[src/rtl/sub_pkg.sv]
// Shared types and constants for the sequential slice subtractor.
// Optional macro SUB_SATURATE_EN clamps underflowing results to zero.
package sub_pkg;

    localparam int SUB_WIDTH  = 32;
    localparam int SUB_SLICE  = 8;
    localparam int SUB_NSLICE = SUB_WIDTH / SUB_SLICE;

    typedef enum logic [1:0] {
        IDLE = 2'd0,
        BUSY = 2'd1,
        DONE = 2'd2
    } sub_state_t;

    typedef logic [SUB_SLICE-1:0] sub_slice_t;

endpackage

[src/rtl/subtractor_8bit.sv]
// Combinational slice subtractor with borrow in/out.
// Shared by every slice of the sequential subtractor.
module subtractor_8bit
    import sub_pkg::*;
#(
    parameter int W = SUB_SLICE
) (
    input  logic [W-1:0] a,
    input  logic [W-1:0] b,
    input  logic         bin,
    output logic [W-1:0] diff,
    output logic         bout
);

    logic [W:0] full;

    // Extra MSB of the W+1 bit result is the borrow out
    assign full = {1'b0, a} - {1'b0, b} - {{W{1'b0}}, bin};
    assign diff = full[W-1:0];
    assign bout = full[W];

endmodule

[src/rtl/subtractor_32bit_seq.sv]
// Multi-cycle subtractor: one slice per clock, borrow kept in a flag.
// Optional macro SUB_SATURATE_EN forces diff to zero on underflow.
module subtractor_32bit_seq
    import sub_pkg::*;
#(
    parameter int WIDTH = SUB_WIDTH,
    parameter int SLICE = SUB_SLICE
) (
    input  logic             clk,
    input  logic             rst_n,
    input  logic             in_valid,
    output logic             in_ready,
    input  logic [WIDTH-1:0] a,
    input  logic [WIDTH-1:0] b,
    output logic             out_valid,
    input  logic             out_ready,
    output logic [WIDTH-1:0] diff,
    output logic             borrow
);

    localparam int NSLICE = WIDTH / SLICE;
    localparam int IW     = (NSLICE > 1) ? $clog2(NSLICE) : 1;
    localparam logic [IW-1:0] LAST = IW'(NSLICE - 1);

    sub_state_t       state_q, state_d;
    logic [WIDTH-1:0] a_q, a_d;
    logic [WIDTH-1:0] b_q, b_d;
    logic [WIDTH-1:0] diff_q, diff_d;
    logic             bflag_q, bflag_d;
    logic [IW-1:0]    idx_q, idx_d;

    logic [SLICE-1:0] sa, sb, sd;
    logic             sbout;

    assign sa = a_q[SLICE*int'(idx_q) +: SLICE];
    assign sb = b_q[SLICE*int'(idx_q) +: SLICE];

    subtractor_8bit #(
        .W(SLICE)
    ) u_slice (
        .a   (sa),
        .b   (sb),
        .bin (bflag_q),
        .diff(sd),
        .bout(sbout)
    );

    always_comb begin
        state_d = state_q;
        a_d     = a_q;
        b_d     = b_q;
        diff_d  = diff_q;
        bflag_d = bflag_q;
        idx_d   = idx_q;
        unique case (state_q)
            IDLE: begin
                if (in_valid) begin
                    a_d     = a;
                    b_d     = b;
                    bflag_d = 1'b0;
                    idx_d   = '0;
                    state_d = BUSY;
                end
            end
            BUSY: begin
                diff_d[SLICE*int'(idx_q) +: SLICE] = sd;
                bflag_d = sbout;
                idx_d   = idx_q + 1'b1;
                if (idx_q == LAST) begin
                    state_d = DONE;
                end
            end
            DONE: begin
                if (out_ready) begin
                    state_d = IDLE;
                end
            end
            default: state_d = IDLE;
        endcase
    end

    always_ff @(posedge clk or negedge rst_n) begin
        if (!rst_n) begin
            state_q <= IDLE;
            a_q     <= '0;
            b_q     <= '0;
            diff_q  <= '0;
            bflag_q <= 1'b0;
            idx_q   <= '0;
        end else begin
            state_q <= state_d;
            a_q     <= a_d;
            b_q     <= b_d;
            diff_q  <= diff_d;
            bflag_q <= bflag_d;
            idx_q   <= idx_d;
        end
    end

    assign in_ready  = (state_q == IDLE);
    assign out_valid = (state_q == DONE);
    assign borrow    = bflag_q;

`ifdef SUB_SATURATE_EN
    // Clamp only at the output; diff_q keeps the wrapped value
    assign diff = (out_valid && bflag_q) ? '0 : diff_q;
`else
    assign diff = diff_q;
`endif

endmodule
[config.mk]
export PLATFORM = sky130hd
export DESIGN_NAME = subtractor_32bit_seq
export DESIGN_NICKNAME = d
export VERILOG_FILES = /design/src/rtl/sub_pkg.sv /design/src/rtl/subtractor_8bit.sv /design/src/rtl/subtractor_32bit_seq.sv
export SDC_FILE = /design/constraint.sdc
export NUM_CORES = 1
export LEC_CHECK = 0
export CORE_MARGIN = 2
export CORE_UTILIZATION = 51
export DETAILED_ROUTE_END_ITERATION = 8
export PLACE_DENSITY = 0.8
export SLEW_MARGIN = 10
export SYNTH_ARGS = -nofsm -noshare
export SYNTH_HDL_FRONTEND = slang
export SYNTH_SLANG_ARGS = --single-unit
[constraint.sdc]
create_clock -name clk -period 4 [get_ports clk]
set_input_delay 0.8 -clock clk [delete_from_list [all_inputs] [get_ports clk]]
set_output_delay 0.8 -clock clk [all_outputs]
set_load 0.01 [all_outputs]
## Word-level counts from Yosys, hierarchy flattened

Index checks and enable logic that the tools add are counted.

- Register bits: 101
- Bits of input ports: 68

- Reductions and logical operators: 5
- Shifts and indexed selects: 4
- Equality and inequality tests: 6
- Mux-type cells: 9
- Add/subtract/negate cells: 4

Operator list:

| kind | number |
|---|---|
| indexed part select 32 x 6 -> 8 bit | 2 |
| negation 5 -> 33 bit | 1 |
| variable shift 8 x 33 -> 32 bit (first input constant) | 1 |
| indexed part select 8 x 33 -> 32 bit | 1 |
| bitwise mux 32 bit | 1 |
| subtractor 8 x 8 -> 9 bit | 1 |
| subtractor 9 x 1 -> 9 bit | 1 |
| 2-to-1 mux 2 bit | 4 |
| one-hot mux 2 bit (3 select lines) | 1 |
| equality test 2 bit (second input constant) | 2 |
| inequality test 2 bit (second input constant) | 2 |
| one-hot mux 2 bit (2 select lines) | 1 |
| AND reduction 2 bit | 2 |
| AND reduction 3 bit | 1 |
| adder 2 x 1 -> 2 bit (second input constant) | 1 |
| equality test 2 x 1 -> 1 bit (second input constant) | 1 |
| logical NOT 2 bit | 1 |
| inequality test 2 x 1 -> 1 bit (second input constant) | 1 |
| one-hot mux 1 bit (2 select lines) | 1 |
| nonzero test 2 bit | 1 |
| 2-to-1 mux 1 bit | 1 |

## Depth between registers and ports, before layout

Gate-level depths: netlist of run 1.

- Word-level depth: 5
- Depth in mapped cells: 11
- Mapped depth without buffers: 9

## Cells and area by module

A second synthesis of run 1 with hierarchy kept.

- Cell total of the unflattened synthesis: 396
- Area total of the unflattened synthesis: 5156.2 um2

By module, submodules not included:

| module | instances | area an instance (um2) | cells an instance |
|---|---|---|---|
| subtractor_32bit_seq | 1 | 4601.9 | 320 |
| subtractor_8bit | 1 | 554.3 | 76 |

## Worst setup path after synthesis of run 1

No wires, ideal clock.

- Path kind: reg2reg
- Start: register idx_q[0]
- End: register bflag_q (netlist: borrow)
- Library setup time: 0.136 ns
- Data arrival time: 3.116 ns
- Cell stages (with the launch flop): 11
- Path buffers: 2
- Data required time: 3.864 ns
- Setup slack: 0.748 ns
- Path through: dfrtp_1 buf_6 clkbuf_1 mux4_2 ha_1 inv_1 ha_1 a21boi_0 o311ai_0 a21oi_1 or3b_2

- Longest elaborated chain between the ends: 4
- Elaborated cells between the ends (all ways): 5

Ends and longest elaborated chain:

| what | line | source |
|---|---|---|
| from (decl) | subtractor_32bit_seq.sv:30 | `logic [IW-1:0] idx_q, idx_d;` |
| from (signal assigned) | subtractor_32bit_seq.sv:96 | `idx_q <= idx_d;` |
| indexed part select 32 x 6 -> 8 bit, on equally long branches | subtractor_32bit_seq.sv:35, subtractor_32bit_seq.sv:36 |  |
| subtractor 8 x 8 -> 9 bit * | subtractor_8bit.sv:18 | `assign full = {1'b0, a} - {1'b0, b} - {{W{1'b0}}, bin};` |
| subtractor 9 x 1 -> 9 bit * | subtractor_8bit.sv:18 |  |
| one-hot mux 1 bit (2 select lines) * | subtractor_32bit_seq.sv:55 | `unique case (state_q)` |
| to (signal assigned) | subtractor_32bit_seq.sv:95 | `bflag_q <= bflag_d;` |
| to (decl) | subtractor_32bit_seq.sv:29 | `logic bflag_q, bflag_d;` |

Every way passes the cells marked *; elsewhere a longest branch is shown, timed or not.
A chain may end at the register's enable or synchronous reset.

## Worst setup path after layout of run 1

Same ends and word-level chain as after synthesis.

==> results of run 1 <==
-- worst max-delay path: stages (launching register included) --
cell      delay [ns]
dfrtp_1         0.69
buf_4           0.25
mux4_2          0.51
fa_1            0.40
inv_1           0.09
fa_1            0.21
a21boi_0        0.15
o311ai_0        0.44
a21oi_1         0.12
or3b_2          0.45
-- placed cells by master (no fill, tap or decap), types with 5 or more instances in the layout --
cell type / Yosys / final
dfrtp_1: 101 / 101
nand3_1: 8 / 8
mux4_2: 16 / 16
ha_1: 17 / 17
clkbuf_8: 0 / 9
clkdlybuf4s50_1: 0 / 101
o31ai_1: 5 / 5
nand2_1: 215 / 214
inv_1: 26 / 26
nand3b_1: 5 / 5
nor3_1: 6 / 6
a22o_1: 12 / 12
nand2b_1: 7 / 7
o21ai_0: 15 / 15
buf_4: 0 / 9
-- cells in the mapped netlist (3+ instances only) --
| master | n | area (um^2) |
|---|---|---|
| and2_1 | 3 | 18.8 |
| nand2b_1 | 7 | 43.8 |
| o21ai_0 | 15 | 75.1 |
| nor4_1 | 4 | 25.0 |
| nor2_1 | 3 | 11.3 |
| nand2_1 | 215 | 807 |
| nor2b_1 | 3 | 18.8 |
| or3_1 | 4 | 25.0 |
| o21ai_1 | 4 | 20.0 |
| buf_1 | 5 | 18.8 |
| or4_1 | 4 | 30.0 |
| dfrtp_1 | 101 | 2530 |
| inv_1 | 26 | 97.6 |
| mux4_2 | 16 | 360 |
| clkbuf_1 | 15 | 56.3 |
| ha_1 | 17 | 213 |
| a222oi_1 | 4 | 40.0 |
| a22o_1 | 12 | 105 |
| nand3_1 | 8 | 40.0 |
| nand3b_1 | 5 | 37.5 |
| o31ai_1 | 5 | 37.5 |
| nor3_1 | 6 | 30.0 |
-- per-layer routing --
layer  share of wire  wire length, um
met1            0.45             4940
met2            0.47             5210
met3           0.052              572
met4           0.024              265
met5               0                0
-- path summary, 6_finish.rpt --
check | to | slack, ns | start | cells after the start
setup / recovery | borrow | 0.57 | idx_q[0] | 9
hold / removal | b_q[15] | 0.48 | b_q[15] | 2
setup reg to reg | borrow | 0.57 | idx_q[0] | 9
hold reg to reg | b_q[15] | 0.48 | b_q[15] | 2
max in group asynchronous | a_q[6] | 2.67 | rst_n | 2
min in group asynchronous | diff[10] | 0.54 | rst_n | 1
-- power breakdown --
part	total (mW)	internal, mW	switching [mW]
Combinational	3.83	1.60	2.24
Clock	0.623	0.242	0.381
Sequential	1.75	1.46	0.292
Total	6.20	3.29	2.91
-- kinds of logic after synthesis --
logic type / after synthesis / synth area share
buffers and inverters: 49 / 0.0399
flip-flops: 101 / 0.520
adder cells (fa/ha/maj): 19 / 0.0520
AND/OR/NAND/NOR: 264 / 0.227
multiplexers: 16 / 0.0742
XOR/XNOR: 3 / 0.00541
AO/OA/AOI/OAI: 53 / 0.0811
-- state kept, by name, summed over array words and instances (netlist names) --
name,cells
a_q,32
borrow,1
state_q,2
idx_q,2
b_q,32
diff,32
-- stage by stage --
stage	util	power [mW]	hold slack [ns]	std cells
floorplan	-	4.37	0.440	505
global placement	0.650	5.44	0.454	721
detailed placement	0.650	5.56	0.460	721
CTS	0.671	6.20	0.484	737
global route	0.671	6.76	0.502	737
finish	0.671	6.20	0.481	737
-- layout make-up --
cell class / instances / area share
well taps: 129 / 0.0260
flip-flops and latches: 101 / 0.408
clock inverters: 7 / 0.0107
inverters: 26 / 0.0157
clock buffers: 9 / 0.0200
repair buffers: 110 / 0.174
multi-input cells: 355 / 0.346
==> impl_metrics.csv, run 1 <==
group,metric,value,unit
run_status,status,"completed",
placement,post_dp_cell_area,6010,um^2
synth,synthFlopType,"dfrtp_1",
placement,dpl.hpwl,8200,um
timing,setup_tns,0,ns
synth,synth_edf_count,0,
synth,syn_area,4860,um^2
power,pwr_density_cell,1000,nW/um^2
job,drv_cap,0,
final_layout,nets,690,
placement,pre_cts_ws,0.581,ns
timing,fin_crit,3.43,ns
global_routing,grt_util_met1,0.319,
final_layout,areaGrowthSynthToFinish,27.6,%
synth,synthArstFlopShare,1.00,
drt,drc,0,
timing,hold_violations,0,
global_routing,overflow,0,
timing,rsz0062_at_grt,"false",
synth,avgSynthCellArea,9.62,um^2
cts,cts.sinks,101,
cts,cts_tree,"built",
global_routing,gr-max-usage-layer,"met2",
final_layout,nFillCells,724,
global_routing,gr-usage-met3,0.0269,
setup_path,setup.worst_path.start_class,"flip-flop",
floorplanning,io_pins,103,
drt,drt_iter0_drc,220,
power,ir_worst_vdd,0.579,mV
global_routing,grt_antenna_before_repair,0,
synth,ys_ff_latch,101,
power,p_leak,2.97,nW
timing,relSlewSlack,0.410,
timing,tightest_slew,0.885,ns
setup_path,end_kind,"flip-flop",
floorplanning,start_util,0.526,
synth,yosys_warnings,0,
placement,io_buffers,102,
timing,setup_ws,0.569,ns
timing,finalCritPeriodShare,0.858,
worst_hold_path,hold_path.class,"flip-flop to flip-flop",
drt,viasPerCell,5.27,
global_routing,met2_usage,0.362,
floorplanning,core-area,9240,um^2
global_routing,track_usage,0.228,
cts,clk_latency,0.37,ns
cts,post_cts_buffers,0,
timing,max_freq,0.291,GHz
drt,routedWlPerCell,14.9,um
floorplanning,die_x,102,um
final_layout,seq_area,2530,um^2
floorplanning,die-height,102,um
cts,clock-root-buffer,"clkbuf_8",
drt,vias,3884,
cts,cts_buffer_depth,2,
drt,wl,11000,um
setup_path,crit_arrival,3.67,ns
cts,ctsHoldBuffers,0,
timing,clock-skew-final,0.0133,ns
cts,post_cts_resized,0,
final_layout,multiInputGateArea,2150,um^2
global_routing,first_global_vias,3862,
floorplanning,rows,35,
cts,clkTransAtPathRegs,0.11,ns
synth,synth_cell_types,39,
timing,setup_viol,0,
setup_path,crit_type,"flip-flop to flip-flop",
synth,yosysSeqAreaShare,0.520,
synth,syn_nets,592,
timing,slew_viol_final,0,
setup_path,cp_max_fo,14,
setup_path,cp.required,4.24,ns
cts,cts_max_level,3,
global_routing,grt_pass1_wl,18200,um
cts,numCtsBuffers,9,
floorplanning,die_area,10300,um^2
final_layout,diodes,0,
final_layout,design_area,6200,um^2
final_layout,drive_gt1_frac,0.0789,
drt,dr.pass1.iters,4,
drt,postRouteAntennaNets,0,
synth,syn_inst,505,
global_routing,grt_max_degree,73,
placement,routabilityCongestion,0.900,
Power figures use the tool's default switching activity.
==> run 2: changes to the inputs <==
TNS_END_PERCENT = 10   (was not set)
==> results of run 2 <==
Same layout as run 1: the final DEF is identical, and so are final timing and power.
==> run 3: changes to the inputs <==
CAP_MARGIN = 25   (was not set)
CORE_MARGIN = 5   (was 2)
==> run 3 against run 2 <==
  * Via count increased by 1.4%
  * Cell count unchanged
  * Flip-flop and latch count unchanged
  * Largest power group unchanged
  * Clock-buffer cell count unchanged
  * Core utilization increased by 0.41 points
  * Worst setup slack improved by 0.14 ns
  * Maximum frequency increased by 4.1%
  * Sequential share of layout area decreased by 0.44 points
  * Combinational power increased by 1%
  * Highest routed layer unchanged
==> impl_metrics.csv, run 3 (synthesized netlist as in run 1, its figures left out) <==
group,metric,value,unit
run_status,status,"completed",
final_layout,final_cell_mix,"nand2_1 (214), dfrtp_1 (101), clkdlybuf4s50_1 (101), inv_1 (26), ha_1 (17)",
drt,drt_iter0_drc,271,
final_layout,areaGrowthSynthToFinish,29.0,%
timing,finalCritPeriodShare,0.824,
drt,postRouteAntennaNets,0,
final_layout,layout_commonest_cell,"nand2_1",
power,power.switching,2.94,mW
timing,setup_viol,0,
cts,clkTransAtPathRegs,0.10,ns
setup_path,rr_startpoint,"idx_q[0]",
final_layout,drive_gt1_frac,0.0789,
cts,cts_max_level,3,
floorplanning,die_area,11600,um^2
setup_path,crit_arrival,3.55,ns
final_layout,multiInputGateArea,2140,um^2
global_routing,track_usage,0.214,
drt,viasPerCell,5.34,
setup_path,worstPathCellList,"buf_4 -> mux4_2 -> ha_1 -> inv_1 -> ha_1 -> a21boi_0 -> o311ai_0 -> a21oi_1 -> or3b_2",
cts,post_cts_buffers,0,
final_layout,diodes,0,
global_routing,first_global_vias,4007,
floorplanning,die-height,108,um
floorplanning,die_x,108,um
cts,post_cts_resized,0,
drt,wl,11500,um
timing,tightest_slew,0.652,ns
power,clkPwrFrac,0.116,
placement,dpl.hpwl,8860,um
floorplanning,core-area,9280,um^2
cts,cts.sinks,101,
setup_path,crit_slowest_cell,"dfrtp_1",
cts,clock-root-buffer,"clkbuf_8",
drt,vias,3938,
setup_path,cp_max_fo,10,
setup_path,r2r_cells,9,
setup_path,rrSetupSlack,0.70,ns
timing,max_freq,0.303,GHz
setup_path,critPathMaxStageDelay,0.68,ns
global_routing,grt_max_degree,78,
placement,io_buffers,102,
cts,ctsHoldBuffers,0,
cts,numCtsBuffers,9,
power,switching_share,0.462,
cts,clk_latency,0.38,ns
drt,routedWlPerCell,15.6,um
timing,setup_ws,0.704,ns
final_layout,nFillCells,723,
timing,rsz0062_at_grt,"false",
timing,relSlewSlack,0.562,
global_routing,overflow,0,
drt,dr.pass1.iters,5,
setup_path,setup.worst_path.start_class,"flip-flop",
timing,slew_viol_final,0,
final_layout,seq_area,2530,um^2
timing,setup_tns,0,ns
final_layout,nets,690,
power,ir_worst_vdd,0.616,mV
cts,cts_tree,"built",
global_routing,grt_pass1_wl,19600,um
setup_path,cp.required,4.26,ns
floorplanning,rows,35,
power,power.internal,3.43,mW
timing,clock-skew-final,0.0134,ns
drt,drc,0,
global_routing,grt_antenna_before_repair,0,
floorplanning,start_util,0.523,
timing,fin_crit,3.30,ns
placement,pre_cts_ws,0.683,ns
setup_path,path_common_cell,"ha_1",
timing,hold_violations,0,
worst_hold_path,hold_path.class,"input pin to async pin",
power,power.share.sequential,0.276,
power,pwr_density_cell,1010,nW/um^2
job,drv_cap,0,
floorplanning,io_pins,103,
power,power_frac_comb,0.608,
power,p_leak,2.99,nW
cts,cts_buffer_depth,2,
setup_path,crit_type,"flip-flop to flip-flop",
setup_path,rr_endpoint,"borrow",
placement,routabilityCongestion,0.894,
setup_path,end_kind,"flip-flop",
==> run 3: cell types whose count changed in the layout (fill, tap and decap cells not counted) <==
| cell | change |
|---|---|
| buf_12 | +1 |
| clkinv_4 | -1 |
| bufinv_16 | +2 |
| nand2_2 | +1 |
| buf_16 | +1 |
| inv_8 | -1 |
| buf_4 | -2 |
| nand2_4 | -1 |
==> run 3: metrics by stage <==
step | area, um^2 | hold slack, ns | util | std cells | total power, mW
finish | 6270 | 0.321 | 0.675 | 737 | 6.36
global route | 6270 | 0.333 | 0.675 | 737 | 6.92
CTS | 6240 | 0.480 | 0.672 | 736 | 6.37
detailed placement | 6010 | 0.459 | 0.648 | 720 | 5.62
global placement | 5990 | 0.455 | 0.645 | 719 | 5.52
floorplan | 4860 | 0.440 | - | 505 | 4.37
==> run 3: area by class of cell <==
class / count / area share
Clock buffer: 9 / 0.0198
Clock inverter: 7 / 0.0170
Inverter: 26 / 0.0156
Multi-Input combinational cell: 355 / 0.342
Sequential cell: 101 / 0.403
Tap cell: 129 / 0.0257
Timing Repair Buffer: 110 / 0.177
==> run 3: how the worst max path moves through the flow <==
stage | depth (start not counted) | to | slack [ns] | start
global route | 9 | borrow | 0.37 | idx_q[0]
global placement | 9 | borrow | 0.75 | idx_q[0]
finish | 9 | borrow | 0.70 | idx_q[0]
CTS | 9 | borrow | 0.66 | idx_q[0]
detailed placement | 9 | borrow | 0.68 | idx_q[0]
floorplan | 10 | borrow | 0.75 | idx_q[0]
==> run 3: per-layer routing <==
layer	up-vias	part of all wire	global-route usage
met4	0	0.017	0.0595
met3	17	0.065	0.0414
met2	150	0.50	0.353
met1	1894	0.42	0.290
li1	1877	-	-
met5	-	0	0
==> run 3: power by group through the flow <==
stage | sequential [mW] | combinational (mW) | clock [mW]
2_1_floorplan | 1.70 | 2.68 | 0
3_3_place_gp | 1.76 | 3.76 | 0
3_5_place_dp | 1.78 | 3.84 | 0
4_1_cts | 1.76 | 3.87 | 0.740
5_1_grt | 1.82 | 4.31 | 0.793
6_report | 1.76 | 3.87 | 0.736
==> run 3: critical path: cells and delay by family, from the launching register on <==
kind / cells / cell delay (ns)
compound gates: 3 / 0.72
flops: 1 / 0.68
mux: 1 / 0.51
fa+ha+maj: 2 / 0.47
simple gates: 1 / 0.45
buf+inv: 2 / 0.34
